## config.mk

```make
export PLATFORM = sky130hd
export DESIGN_NAME = uk_table_loader
export DESIGN_NICKNAME = d
export VERILOG_FILES = /design/src/rtl/uk_table_loader_pkg.sv /design/src/rtl/uk_table_loader_timeout.sv /design/src/rtl/uk_table_loader.sv
export SDC_FILE = /design/constraint.sdc
export NUM_CORES = 1
export LEC_CHECK = 0
export ABC_AREA = 1
export BUFFER_PORTS_ARGS = -buffer_cell sky130_fd_sc_hd__buf_4
export CAP_MARGIN = 20
export CELL_PAD_IN_SITES_DETAIL_PLACEMENT = 1
export CELL_PAD_IN_SITES_GLOBAL_PLACEMENT = 2
export CORE_UTILIZATION = 35
export DETAILED_ROUTE_END_ITERATION = 8
export PLACE_DENSITY_LB_ADDON = 0.3
export SKIP_CTS_REPAIR_TIMING = 1
export SYNTH_ARGS = -nofsm -noshare
export SYNTH_HDL_FRONTEND = slang
export SYNTH_SLANG_ARGS = --single-unit
```

## constraint.sdc

```tcl
create_clock -name clk -period 3 [get_ports clk]
set_clock_uncertainty 0.2 [all_clocks]
set_input_delay 0.45 -clock clk [delete_from_list [all_inputs] [get_ports clk]]
set_output_delay 0.45 -clock clk [all_outputs]
set_load 0.005 [all_outputs]
```

## src/rtl/uk_table_loader_pkg.sv

```systemverilog
// Shared types and constants for the Uk-family table loader.
package uk_pkg;

  // Loader frame-parsing states
  typedef enum logic [2:0] {
    IDLE     = 3'd0,
    GET_ADDR = 3'd1,
    GET_CNT  = 3'd2,
    DATA     = 3'd3,
    GET_CHK  = 3'd4,
    STATUS   = 3'd5
  } uk_state_t;

  localparam logic [7:0]  UK_SYNC_BYTE = 8'hA5;
  localparam int unsigned UK_DEPTH     = 256;
  localparam int unsigned UK_AW        = 8;
  localparam int unsigned UK_DW        = 8;

endpackage

```

## src/rtl/uk_table_loader_timeout.sv

```systemverilog
// Mid-frame idle counter: counts stalled cycles, clears on any transfer,
// flags the cycle in which the TIMEOUT-th consecutive stall occurs.
module uk_loader_timeout #(
  parameter int unsigned TIMEOUT = 1024,
  parameter int unsigned TO_W    = 11
) (
  input  logic clk,
  input  logic rst,
  input  logic i_run,
  input  logic i_clr,
  output logic o_tc
);

  localparam logic [TO_W-1:0] LP_LAST = TO_W'(TIMEOUT - 1);

  logic [TO_W-1:0] r_cnt;

  assign o_tc = i_run && (r_cnt == LP_LAST);

  // Count stalled cycles; restart on a transfer, outside a frame, or at terminal count
  always_ff @(posedge clk) begin
    if (rst || i_clr) begin
      r_cnt <= '0;
    end else if (i_run) begin
      r_cnt <= o_tc ? '0 : r_cnt + 1'b1;
    end
  end

endmodule

```

## src/rtl/uk_table_loader.sv

```systemverilog
// Framed byte-stream loader for the writable 256x8 Uk lookup tables.
// Frame: SYNC, ADDR, CNT (0 = 256), CNT data bytes, CHK (sum mod 256).
module uk_table_loader
  import uk_pkg::*;
#(
  parameter logic [7:0]  SYNC_BYTE = UK_SYNC_BYTE,
  parameter int unsigned TIMEOUT   = 1024,
  parameter int unsigned TO_W      = 11
) (
  input  logic                 clk,
  input  logic                 rst,
  input  logic                 in_valid,
  input  logic [UK_DW-1:0]     in_data,
  output logic                 in_ready,
  output logic                 tbl_we,
  output logic [UK_AW-1:0]     tbl_addr,
  output logic [UK_DW-1:0]     tbl_wdata,
  output logic                 busy,
  output logic                 done,
  output logic                 err,
  output logic [8:0]           words_written
);

  uk_state_t        r_state;
  uk_state_t        w_next;
  logic             r_in_ready;
  logic             r_we;
  logic [UK_AW-1:0] r_addr;
  logic [UK_DW-1:0] r_wdata;
  logic             r_busy;
  logic             r_done;
  logic             r_err;
  logic [8:0]       r_words;
  logic [UK_AW-1:0] r_ptr;
  logic [8:0]       r_remain;
  logic [7:0]       r_chk;

  logic             w_xfer;
  logic             w_active;
  logic             w_tc;
  logic             w_chk_ok;

  assign w_xfer   = in_valid && r_in_ready;
  assign w_active = (r_state != IDLE) && (r_state != STATUS);
  assign w_chk_ok = (in_data == r_chk);

  uk_loader_timeout #(
    .TIMEOUT (TIMEOUT),
    .TO_W    (TO_W)
  ) u_timeout (
    .clk   (clk),
    .rst   (rst),
    .i_run (w_active && !w_xfer),
    .i_clr (w_xfer || !w_active),
    .o_tc  (w_tc)
  );

  // Next-state decode; a timeout (only possible without a transfer) forces STATUS
  always_comb begin
    w_next = r_state;
    case (r_state)
      IDLE:     if (w_xfer && (in_data == SYNC_BYTE)) w_next = GET_ADDR;
      GET_ADDR: if (w_xfer) w_next = GET_CNT;
      GET_CNT:  if (w_xfer) w_next = DATA;
      DATA:     if (w_xfer && (r_remain == 9'd1)) w_next = GET_CHK;
      GET_CHK:  if (w_xfer) w_next = STATUS;
      STATUS:   w_next = IDLE;
      default:  w_next = IDLE;
    endcase
    if (w_tc) w_next = STATUS;
  end

  // Frame FSM with registered handshake, write port and status outputs.
  // Flags are registered from the next state so they line up with r_state.
  always_ff @(posedge clk) begin
    if (rst) begin
      r_state    <= IDLE;
      r_in_ready <= 1'b0;
      r_we       <= 1'b0;
      r_addr     <= '0;
      r_wdata    <= '0;
      r_busy     <= 1'b0;
      r_done     <= 1'b0;
      r_err      <= 1'b0;
      r_words    <= '0;
      r_ptr      <= '0;
      r_remain   <= '0;
      r_chk      <= '0;
    end else begin
      r_state    <= w_next;
      r_in_ready <= (w_next != STATUS);
      r_busy     <= (w_next != IDLE);
      r_we       <= 1'b0;
      r_done     <= 1'b0;
      r_err      <= w_tc;
      case (r_state)
        GET_ADDR: begin
          if (w_xfer) begin
            r_ptr <= in_data;
            r_chk <= in_data;
          end
        end
        GET_CNT: begin
          if (w_xfer) begin
            r_remain <= (in_data == 8'd0) ? 9'(UK_DEPTH) : {1'b0, in_data};
            r_chk    <= r_chk + in_data;
            r_words  <= '0;
          end
        end
        DATA: begin
          if (w_xfer) begin
            r_we     <= 1'b1;
            r_addr   <= r_ptr;
            r_wdata  <= in_data;
            r_ptr    <= r_ptr + 1'b1;
            r_chk    <= r_chk + in_data;
            r_words  <= r_words + 9'd1;
            r_remain <= r_remain - 9'd1;
          end
        end
        GET_CHK: begin
          if (w_xfer) begin
            r_done <= w_chk_ok;
            r_err  <= !w_chk_ok;
          end
        end
        default: ;
      endcase
    end
  end

  assign in_ready      = r_in_ready;
  assign tbl_we        = r_we;
  assign tbl_addr      = r_addr;
  assign tbl_wdata     = r_wdata;
  assign busy          = r_busy;
  assign done          = r_done;
  assign err           = r_err;
  assign words_written = r_words;

endmodule

```

# --- Word level (Yosys, flattened, before mapping) ---
# Cells that the tools add are included.
op_classes:
  mux: 23
  n_eq_ne: 14
  add_sub_neg: 5
  n_bitwise: 3
  n_reduce_logical: 25
op_table:
  columns: ["cell", "n"]
  rows:
  - ["9-bit 2-to-1 mux", 5]
  - ["9-bit one-hot mux with 2 select lines", 2]
  - ["8-bit one-hot mux with 2 select lines", 2]
  - ["8-bit 2-to-1 mux", 3]
  - ["3-bit 2-to-1 mux", 6]
  - ["3-bit one-hot mux with 5 select lines", 1]
  - ["11-bit by 1-bit adder with 11-bit output, second input constant", 1]
  - ["11-bit by 10-bit equality test with 1-bit output, second input constant", 1]
  - ["11-bit 2-to-1 mux", 1]
  - ["9-bit by 1-bit adder with 9-bit output, second input constant", 1]
  - ["9-bit by 1-bit equality test with 1-bit output, second input constant", 1]
  - ["3-bit AND reduction", 3]
  - ["9-bit by 1-bit subtractor with 9-bit output, second input constant", 1]
  - ["8-bit by 1-bit adder with 8-bit output, second input constant", 1]
  - ["8-bit adder", 1]
  - ["8-bit equality test", 1]
  - ["8-bit equality test, second input constant", 1]
  - ["8-bit zero test", 1]
  - ["3-bit by 2-bit equality test with 1-bit output, second input constant", 2]
  - ["1-bit logical AND", 6]
  - ["2-bit inequality test, second input constant", 3]
  - ["3-bit inequality test, second input constant", 2]
  - ["2-bit nonzero test", 3]
  - ["3-bit nonzero test", 2]
  - ["11 further kinds", 19]
totals:
  word_cells: 83
  reg_bits: 69

# --- Longest topological paths before layout ---
# Gate-level depths: netlist of the first run.
depth:
  word_depth: 6
  depth_mapped: 11

# --- Modules after synthesis ---
# A second synthesis of the first run with hierarchy kept.
unflattened:
  cells_unflattened: 519
  hier_area_um2: 3731.1
by_module_without_submodules:
  columns: ["module", "seq_area_each_um2", "n_inst", "cells_per_inst", "area_each_um2"]
  rows:
  - ["uk_table_loader", 1161.1, 1, 445, 3144.3]
  - ["uk_loader_timeout", 220.2, 1, 74, 586.8]

# --- Least setup slack after synthesis of the first run ---
# OpenSTA, ideal clock, no wires.
synth_path:
  path_kind: "input to register"
  from: "in in_data[0]"
  to: "reg r_chk[6]"
  arrival_time_ns: 1.468
  cell_stages: 10
  t_required_ns: 2.729
  setup_slack_ns: 1.261
  n_path_buf: 0
  cell_sequence: "ha_1 inv_1 fa_1 inv_1 nand2_1 nand3_1 nand2_1 nand3_1 nand2_1 a21oi_1"
synth_between:
  elab_chain_cells: 3
synth_lines:
  columns: ["element", "line", "rtl"]
  rows:
  - ["start: declaration", "uk_table_loader.sv:13", "input logic [UK_DW-1:0] in_data,"]
  - ["8-bit adder", "uk_table_loader.sv:106, uk_table_loader.sv:116", null]
  - ["8-bit 2-to-1 mux", "uk_table_loader.sv:104, uk_table_loader.sv:111", null]
  - ["8-bit one-hot mux with 2 select lines", "uk_table_loader.sv:96", "case (r_state)"]
  - ["end signal: assignment", "uk_table_loader.sv:100", "r_chk <= in_data;"]
  - ["end signal: assignment", "uk_table_loader.sv:106", "r_chk <= r_chk + in_data;"]
  - ["end signal: assignment", "uk_table_loader.sv:116", "r_chk <= r_chk + in_data;"]
  - ["end: declaration", "uk_table_loader.sv:36", "logic [7:0] r_chk;"]
# No other way between the ends. The select of a mux whose other input is x is not followed.
# A chain may end at the register's enable or synchronous reset.

# --- Worst setup path in the final report of the first run ---
layout_path:
  from: "reg r_state[2]"
  to: "reg r_ptr[2]"
layout_between:
  elab_chain_cells: 3
layout_lines:
  columns: ["element", "line", "rtl"]
  rows:
  - ["start: declaration", "uk_table_loader.sv:24", "uk_state_t r_state;"]
  - ["start signal: assignment", "uk_table_loader.sv:90", "r_state <= w_next;"]
  - ["3-bit by 1-bit equality test with 1-bit output or 3-bit by 2-bit equality test with 1-bit output (tied branches)", "uk_table_loader.sv:96", null]
  - ["2-bit inequality test (no source line) or 2-bit nonzero test (tied branches)", null, null]
  - ["3-bit AND reduction (no source line)", null, null]
  - ["end signal: assignment", "uk_table_loader.sv:99", "r_ptr <= in_data;"]
  - ["end signal: assignment", "uk_table_loader.sv:115", "r_ptr <= r_ptr + 1'b1;"]
  - ["end: declaration", "uk_table_loader.sv:34", "logic [UK_AW-1:0] r_ptr;"]
# Parallel ways exist; a longest one is shown, timed or not.

==> flow_summary.yaml, run 1 <==
grt:
  antenna_found_initial: 0
  grt_pass1_vias: 3734
  grt.overflow.total: 0
  grt_pass1_wl_um: 17800
  grt_max_degree: 32
  grt.total_usage_pct: 20.3
clocking:
  clk_pin_slew_ns: 0.07
  cts_buffers: 9
  clockBufferDepth: 2
  clockRootBuffer: "clkbuf_8"
  htree_levels: 3
  cts_sinks: 69
  cts_tree: "done"
  insertion_delay_ns: 0.35
worst_setup_path:
  cp_max_fo: 14
  timing.rr.start: "r_state[2]$_SDFF_PP0_"
  worstSetupStartpointType: "flop"
  cp-end-kind: "flop"
  critPathKind: "flop to flop"
  critPathLaunch: "r_state[2]$_SDFF_PP0_"
  required_ns: 3.09
  cp.arrival_ns: 2.25
floorplan:
  die-width_um: 105
  core-area_um2: 10300
  die_y_um: 105
  ios: 41
  dieArea_um2: 10900
  num_rows: 37
  initial_utilization_pct: 35.9
detailed_routing:
  wl_um: 10500
  routedWlPerCell_um: 14.5
  drt-initial-drc-count: 83
  drcViolationCount: 0
  first_pass_iters: 4
  antenna_left: 0
  vias: 3646
  vias_per_cell: 5.04
synthesis:
  ys_ff_latch: 69
  yosysSeqAreaShare_pct: 37.5
  syn-num-nets: 568
  avgSynthCellArea_um2: 6.78
  yosys_warnings: 0
  synth_edf_count: 0
  yosysUniqueCellTypes: 35
  netlist_instances: 544
  ys.flop_type: "dfxtp_1"
  async_flop_share_pct: 0
  synthesis.area_um2: 3690
timing:
  finalSetupTns_ns: 0
  relSlewSlack_pct: 58.4
  fmaxAchievable_mhz: 462
  rsz0062_at_grt: "no"
  hold_viol_final: 0
  fin_crit_ns: 2.16
  worst_pin_slew_ns: 0.622
  drv_slew: 0
  setup_violations: 0
  timing.final.crit_share_pct: 72.1
power:
  power_density_nw_per_um2: 408
  p_sw_share_pct: 22.2
  p_comb_share_pct: 4.2
  ir_drop_uv: 214
  seq_power_share_pct: 52.2
  p_leak_nw: 1.86
  p_int_mw: 1.37
  pwr-share-clk_pct: 43.5
  power_switching_mw: 0.389
hold_path:
  hold_start: "in_data[3]"
  hold_path_class: "input port to flop"
cells_and_area:
  antennaDiodeCount: 0
  seqCellArea_um2: 1380
  final_layout_size_suffix_gt1_share_pct: 12.3
  fin_nets: 607
  multi_input_area_um2: 1950
  fillers: 1385
  synthToLayoutAreaGrowth_pct: 16.6
  post-route-util_pct: 41.8
  final_cells: 723
placed_design:
  place_hpwl_um: 7860
  dp_cells: 708
  port_buffers: 40
  routabilityCongestion: 0.753
run_status:
  status: "complete, no violations"
run:
  maxCapViolCount: 0
==> routing by layer <==
layer	vias up	global-route usage [%]	share of wire, %
met4	0	8.35	2.0
met1	1711	25.7	48
met3	18	2.93	2.7
li1	1865	-	-
met5	-	0	0
met2	52	34.6	47
==> worst paths after layout <==
path         slack [ns]  cells past startpoint                                to
max reg2reg        0.84                      8             r_ptr[2]$_SDFFE_PP0P_
min reg2reg        0.25                      2  u_timeout.r_cnt[10]$_SDFFE_PP0P_
min                0.20                      3         tbl_wdata[3]$_SDFFE_PP0P_
max                0.84                      8             r_ptr[2]$_SDFFE_PP0P_
==> final cells by class <==
cell class / instances / area share (%)
Multi-Input combinational cell: 386 / 45.4
Sequential cell: 69 / 32.1
Timing Repair Buffer: 43 / 7.51
Inverter: 74 / 6.46
Tap cell: 136 / 3.96
Clock buffer: 14 / 3.78
Clock inverter: 1 / 0.699
==> flip-flops by register name (all words and copies together) (netlist names) <==
name / count
words_written: 9
tbl_wdata: 8
r_state: 3
r_ptr: 8
tbl_we: 1
done: 1
r_remain: 9
r_chk: 8
tbl_addr: 8
u_timeout.r_cnt: 11
in_ready: 1
err: 1
busy: 1
==> critical path: stages (launching register included) <==
cell	delay [ns]
dfxtp_1	0.37
inv_1	0.13
nand2_2	0.20
nor2_1	0.55
buf_4	0.28
o21ai_0	0.08
o21ai_0	0.15
nor2_1	0.06
nor2_1	0.09
==> Yosys cell counts, types with 2 or more instances <==
master / instances / area [um^2]
nor2_2: 2 / 12.5
xor2_1: 5 / 43.8
buf_4: 3 / 22.5
clkbuf_1: 7 / 26.3
buf_2: 5 / 25.0
inv_1: 67 / 251
xnor2_1: 4 / 35.0
nor2_1: 55 / 206
inv_2: 6 / 22.5
nand3_1: 47 / 235
nand2_1: 113 / 424
nor2_4: 3 / 33.8
nand4_1: 7 / 43.8
o21ai_0: 53 / 265
nand2_2: 3 / 18.8
o211ai_1: 2 / 15.0
a31oi_1: 13 / 81.3
nor3_1: 9 / 45.0
a21oi_1: 43 / 215
or2_2: 2 / 12.5
ha_1: 12 / 150
a211oi_1: 2 / 15.0
dfxtp_1: 69 / 1380
==> cells by family (layout without fill, tap and decap cells) <==
group | after synthesis | after routing | synth area share (%)
simple gates | 245 | 245 | 28.9
compound gates | 119 | 119 | 17.3
buf+inv | 89 | 132 | 9.54
flops | 69 | 69 | 37.5
fa+ha+maj | 13 | 13 | 4.62
xor+xnor | 9 | 9 | 2.14
==> cells in the final DEF (no fill, tap or decap) <==
cell and n:
a31oi_1 13, o21bai_1 1, bufinv_16 1, o211ai_1 2, inv_2 6, nor3_1 9
ha_1 12, inv_1 67, nor2_2 2, a221oi_1 1, a21oi_1 43, o21ai_1 1
or2_2 2, clkinv_1 1, fa_1 1, clkbuf_8 11, a211oi_1 2, nand2_4 1
clkbuf_1 3, xnor2_1 4, nand3b_1 1, xor2_1 5, dfxtp_1 69, a32o_1 1
o21a_1 1, nor2_4 3, nor2_1 55, nor3b_1 1, nand3_1 47, nand2_2 3
nor4_1 1, o21ai_0 53, nand4_1 7, buf_4 43, nand2_1 113, a311oi_1 1
==> power by group through the flow <==
stage | registers [mW] | clock network, mW | logic, mW
3_5_place_dp | 0.938 | 0 | 0.0751
2_1_floorplan | 0.938 | 0 | 0.0391
6_report | 0.917 | 0.764 | 0.0745
3_3_place_gp | 0.938 | 0 | 0.0742
4_1_cts | 0.916 | 0.789 | 0.0752
5_1_grt | 0.916 | 0.829 | 0.0829
==> stage by stage <==
stage | worst slack (ns) | area [um^2] | total power, mW | hold WS [ns]
after floorplan | 1.26 | 3690 | 0.977 | 0.227
after global placement | 0.789 | 4110 | 1.01 | 0.246
after detailed placement | 0.736 | 4110 | 1.01 | 0.246
after CTS | 0.801 | 4300 | 1.78 | 0.188
after global routing | 0.632 | 4300 | 1.83 | 0.212
final | 0.837 | 4300 | 1.76 | 0.205
Note: power is estimated with default switching activity, not from simulation.
==> run 2: changes to the inputs <==
CORE_UTILIZATION = 32   (was 35)
clock period = 2.2 ns   (was 3 ns; I/O delays follow)
==> flow_summary.yaml, run 2 (synthesis results as in run 1) <==
detailed_routing:
  drt-initial-drc-count: 111
  drcViolationCount: 0
  antenna_left: 0
  first_pass_iters: 4
  vias_per_cell: 5.06
  routedWlPerCell_um: 14.4
  wl_um: 10600
  vias: 3718
clocking:
  clk_pin_slew_ns: 0.06
  cts_sinks: 69
  cts_tree: "done"
  cts_buffers: 9
  clockBufferDepth: 2
  insertion_delay_ns: 0.33
  htree_levels: 3
  clockRootBuffer: "clkbuf_16"
floorplan:
  die-width_um: 109
  core-area_um2: 11000
  die_y_um: 109
  ios: 41
  dieArea_um2: 12000
  initial_utilization_pct: 33.4
  num_rows: 38
timing:
  timing.final.crit_share_pct: 85.1
  fin_crit_ns: 1.87
  fmaxAchievable_mhz: 534
  relSlewSlack_pct: 75.6
  worst_pin_slew_ns: 0.364
  drv_slew: 0
  hold_viol_final: 0
  finalSetupTns_ns: 0
  setup_violations: 0
  rsz0062_at_grt: "no"
cells_and_area:
  fin_nets: 615
  synthToLayoutAreaGrowth_pct: 21.2
  antennaDiodeCount: 0
  fin_area_um2: 4470
  top_register: "u_timeout.r_cnt"
  largest_reg_flops: 11
  multi_input_area_um2: 1950
  final_layout_size_suffix_gt1_share_pct: 13.9
  final_cell_mix: "nand2_1, dfxtp_1, inv_1"
  seqCellArea_um2: 1380
  fillers: 1422
  final_common_cell: "nand2_1"
hold_path:
  hold_path_class: "input port to flop"
power:
  power_density_nw_per_um2: 613
  p_leak_nw: 1.95
  ir_drop_uv: 384
grt:
  grt.total_usage_pct: 19.5
  grt_pass1_wl_um: 17700
  grt_max_degree: 38
  antenna_found_initial: 0
  grt_pass1_vias: 3691
  grt.overflow.total: 0
worst_setup_path:
  cp-end-kind: "flop"
  cp.arrival_ns: 1.94
  critPathKind: "flop to flop"
  cp_max_fo: 3
  worstSetupStartpointType: "flop"
  required_ns: 2.26
placed_design:
  place_hpwl_um: 7990
  port_buffers: 40
  routabilityCongestion: 0.846
  post_dp_cell_area_um2: 4180
run_status:
  status: "complete, no violations"
run:
  maxCapViolCount: 0
[run 2: per-layer routing]
metal	vias up	routed length (um)	GRT usage, %
li1	1885	-	-
met1	1769	5060	24.0
met2	48	4960	32.8
met3	16	339	4.21
met4	0	251	8.48
met5	-	0	0
[run 2: power by group]
group,total [mW],switching (mW),internal (mW)
combinational,0.105,0.0700,0.0348
clock,1.38,0.537,0.846
sequential,1.25,0.000636,1.25
[run 2: area by class of cell]
type	count	share of cell area, %
clock inverters	3	0.448
well taps	140	3.92
clock buffers	12	5.96
multi-input cells	386	43.7
inverters	74	6.21
repair buffers	51	8.85
flip-flops and latches	69	30.9
[run 2: final timing paths]
kind	depth (start not counted)	endpoint	startpoint	slack [ns]
worst max-delay path	10	r_chk[6]$_SDFFE_PP0P_	r_chk[0]$_SDFFE_PP0P_	0.33
worst min-delay path	3	tbl_wdata[0]$_SDFFE_PP0P_	in_data[0]	0.1
worst max register to register	10	r_chk[6]$_SDFFE_PP0P_	r_chk[0]$_SDFFE_PP0P_	0.33
worst min register to register	2	u_timeout.r_cnt[10]$_SDFFE_PP0P_	u_timeout.r_cnt[10]$_SDFFE_PP0P_	0.25
[run 2: worst max-delay path: stages, from the launching register on]
cell and delay [ns]:
dfxtp_1 0.33, ha_1 0.20, inv_1 0.07, fa_1 0.39, inv_1 0.12, nand2_1 0.08
nand3_1 0.07, nand2_1 0.07, nand3_1 0.07, nand2_1 0.06, a21oi_1 0.13
[run 2: through the flow]
step           instances  util [%]  hold WS, ns  worst slack (ns)  power (mW)
6_report             735      40.5       0.0976             0.329        2.74
5_1_grt              735      40.5        0.114             0.165        2.85
4_1_cts              735      40.5       0.0894             0.313        2.79
3_5_place_dp         720      37.9        0.252             0.181        1.39
3_3_place_gp         720      37.9        0.240             0.197        1.38
2_1_floorplan        544         -        0.227             0.532        1.33
==> run 3: changes to the inputs <==
ABC_AREA = 0   (was 1)
CORE_UTILIZATION = 34   (was 32)
==> flow_summary.yaml, run 3 <==
synthesis:
  synthTopCellsByCount: "dfxtp_1, nand2_1, nor2_1"
  ys_ff_latch: 69
  yosysTopAreaCellShare_pct: 38.8
  yosysSeqAreaShare_pct: 38.8
  synthMuxAreaShare_pct: 0.563
  ys.flop_type: "dfxtp_1"
  yosysMostFrequentCell: "dfxtp_1"
  synth_top_family_by_area: "simple AND/OR/NAND/NOR gates"
  yosys.area.top_type: "dfxtp_1"
  yosysUniqueCellTypes: 60
  synthesis.area_um2: 3560
  synth-adder-area-share_pct: 4.79
  avgSynthCellArea_um2: 7.94
  yosys_warnings: 0
  syn-num-nets: 472
  yosys.area_share.simple_pct: 26.8
  synthXorXnorAreaFrac_pct: 2.22
  netlist_instances: 448
  synth_edf_count: 0
  synth-compound-area-share_pct: 22.3
  async_flop_share_pct: 0
  yosys-top-cells-area: "dfxtp_1, nand2_1, a21oi_1, nor2_1, ha_1"
clocking:
  cts_buffers: 9
  clockRootBuffer: "clkbuf_8"
  cts_sinks: 69
  cts_tree: "done"
  clk_pin_slew_ns: 0.08
  clockBufferDepth: 2
  htree_levels: 3
  insertion_delay_ns: 0.34
hold_path:
  hold_start: "in_data[5]"
  min_to: "tbl_wdata[5]$_SDFFE_PP0P_"
  hold_path_class: "input port to flop"
  whs_path_depth: 3
worst_setup_path:
  required_ns: 2.25
  critical_path_buf_inv_count: 1
  critPathKind: "flop to flop"
  worstPathCellList: "ha_1 > inv_1 > fa_2 > nor2b_4 > o31a_1 > o21a_1 > or4_1 > and3_1"
  critPathSlowestCell: "or4_1"
  cp.arrival_ns: 2.19
  worstSetupStartpointType: "flop"
  slowest_delay_ns: 0.39
  r2r_setup_slack_ns: 0.05
  timing.rr.end: "r_chk[6]$_SDFFE_PP0P_"
  cp_max_fo: 2
  timing.rr.start: "r_chk[0]$_SDFFE_PP0P_"
  crit_family: "simple AND/OR/NAND/NOR gates"
  cp-end-kind: "flop"
  ff2ff_path_depth: 8
  critPathLaunch: "r_chk[0]$_SDFFE_PP0P_"
cells_and_area:
  largest_reg_flops: 11
  antennaDiodeCount: 0
  final_common_cell: "buf_4"
  final_layout_size_suffix_gt1_share_pct: 20.3
  synthToLayoutAreaGrowth_pct: 22.9
  final_cells: 645
  fin_nets: 532
  fin_area_um2: 4370
  top_register: "u_timeout.r_cnt"
  final_cell_mix: "buf_4, dfxtp_1, nand2_1"
floorplan:
  die_y_um: 104
  dieArea_um2: 10900
  core-area_um2: 9950
  die-width_um: 104
  num_rows: 36
  ios: 41
  initial_utilization_pct: 35.7
timing:
  timing.hold.ws_ns: 0.0783
  hold_viol_final: 0
  fmaxAchievable_mhz: 466
  worst_pin_slew_ns: 0.532
  drv_slew: 0
  rsz0062_at_grt: "yes"
  timing.final.crit_share_pct: 97.5
  setup_violations: 0
  relSlewSlack_pct: 64.2
  fin_crit_ns: 2.15
  finalSetupTns_ns: 0
power:
  ir_drop_uv: 379
  p_leak_nw: 1.60
  power_density_nw_per_um2: 574
  p_total_mw: 2.51
placed_design:
  port_buffers: 40
  routabilityCongestion: 0.792
  place_hpwl_um: 7680
  post_dp_cell_area_um2: 4140
  dp_cells: 630
detailed_routing:
  wl_um: 10600
  routedWlPerCell_um: 16.5
  antenna_left: 0
  drt-initial-drc-count: 114
  first_pass_iters: 4
  vias_per_cell: 5.40
  drcViolationCount: 0
  vias: 3484
grt:
  use_met2_pct: 33.7
  grt_pass1_wl_um: 17900
  grt_max_degree: 37
  grt_pass1_vias: 3608
  gr-usage-met1_pct: 26.4
  antenna_found_initial: 0
  met3_usage_pct: 4.45
  busiest_layer: "met2"
  grt.total_usage_pct: 20.2
  grt.overflow.total: 0
run_status:
  status: "complete, no violations"
run:
  maxCapViolCount: 0
-- run 3: cell types whose count changed after synthesis, moves of 13 or more --
| cell | delta |
|---|---|
| nand3_1 | -36 |
| o21ai_0 | -25 |
| inv_1 | -59 |
| nand2_1 | -47 |
| nor3_1 | +13 |
-- run 3: worst register-to-register path, cell delays in order, from the launching register on --
cell and delay (ns):
dfxtp_1 0.32, ha_1 0.20, inv_1 0.08, fa_2 0.23
nor2b_4 0.05, o31a_1 0.24, o21a_1 0.18, or4_1 0.39
and3_1 0.17
-- run 3: through the flow --
step / utilization [%] / setup WS, ns
after floorplan: - / 0.126
after global placement: 41.6 / -0.0789
after detailed placement: 41.6 / -0.126
after CTS: 43.7 / 0.0532
after global routing: 43.9 / -0.00487
final: 43.9 / 0.0541
-- run 3: kinds of logic (layout without fill, tap and decap cells) --
family,after synthesis,count (layout)
mux,2,2
buf+inv,31,95
simple gates,199,199
xor+xnor,9,9
fa+ha+maj,13,13
compound gates,125,125
flops,69,69
-- run 3: area by class of cell --
| type | count | area [um^2] |
|---|---|---|
| Clock inverter | 6 | 88.8 |
| Fill cell | 1228 | 5580 |
| Tap cell | 133 | 166 |
| Timing Repair Buffer | 72 | 541 |
| Sequential cell | 69 | 1380 |
| Clock buffer | 9 | 124 |
| Inverter | 8 | 30.0 |
| Multi-Input combinational cell | 348 | 2040 |
-- run 3: worst max-delay path by stage --
stage                                       end  cells after the start
after floorplan           r_chk[6]$_SDFFE_PP0P_                      8
after global placement    r_chk[6]$_SDFFE_PP0P_                      9
after detailed placement  r_chk[6]$_SDFFE_PP0P_                      9
after CTS                 r_chk[6]$_SDFFE_PP0P_                      8
after global routing      r_chk[6]$_SDFFE_PP0P_                      8
final                     r_chk[6]$_SDFFE_PP0P_                      8
-- run 3: power breakdown --
group,total (mW),leakage (nW),switching (mW),internal (mW)
combinational,0.114,0.939,0.0705,0.0437
sequential,1.25,0.556,0.00115,1.25
clock,1.14,0.101,0.512,0.632
total,2.51,1.60,0.584,1.92
-- run 3: per-layer routing --
layer	share of wire (%)	routed length, um
met1	48	5070
met2	48	5160
met3	2.9	306
met4	0.96	102
met5	0	0
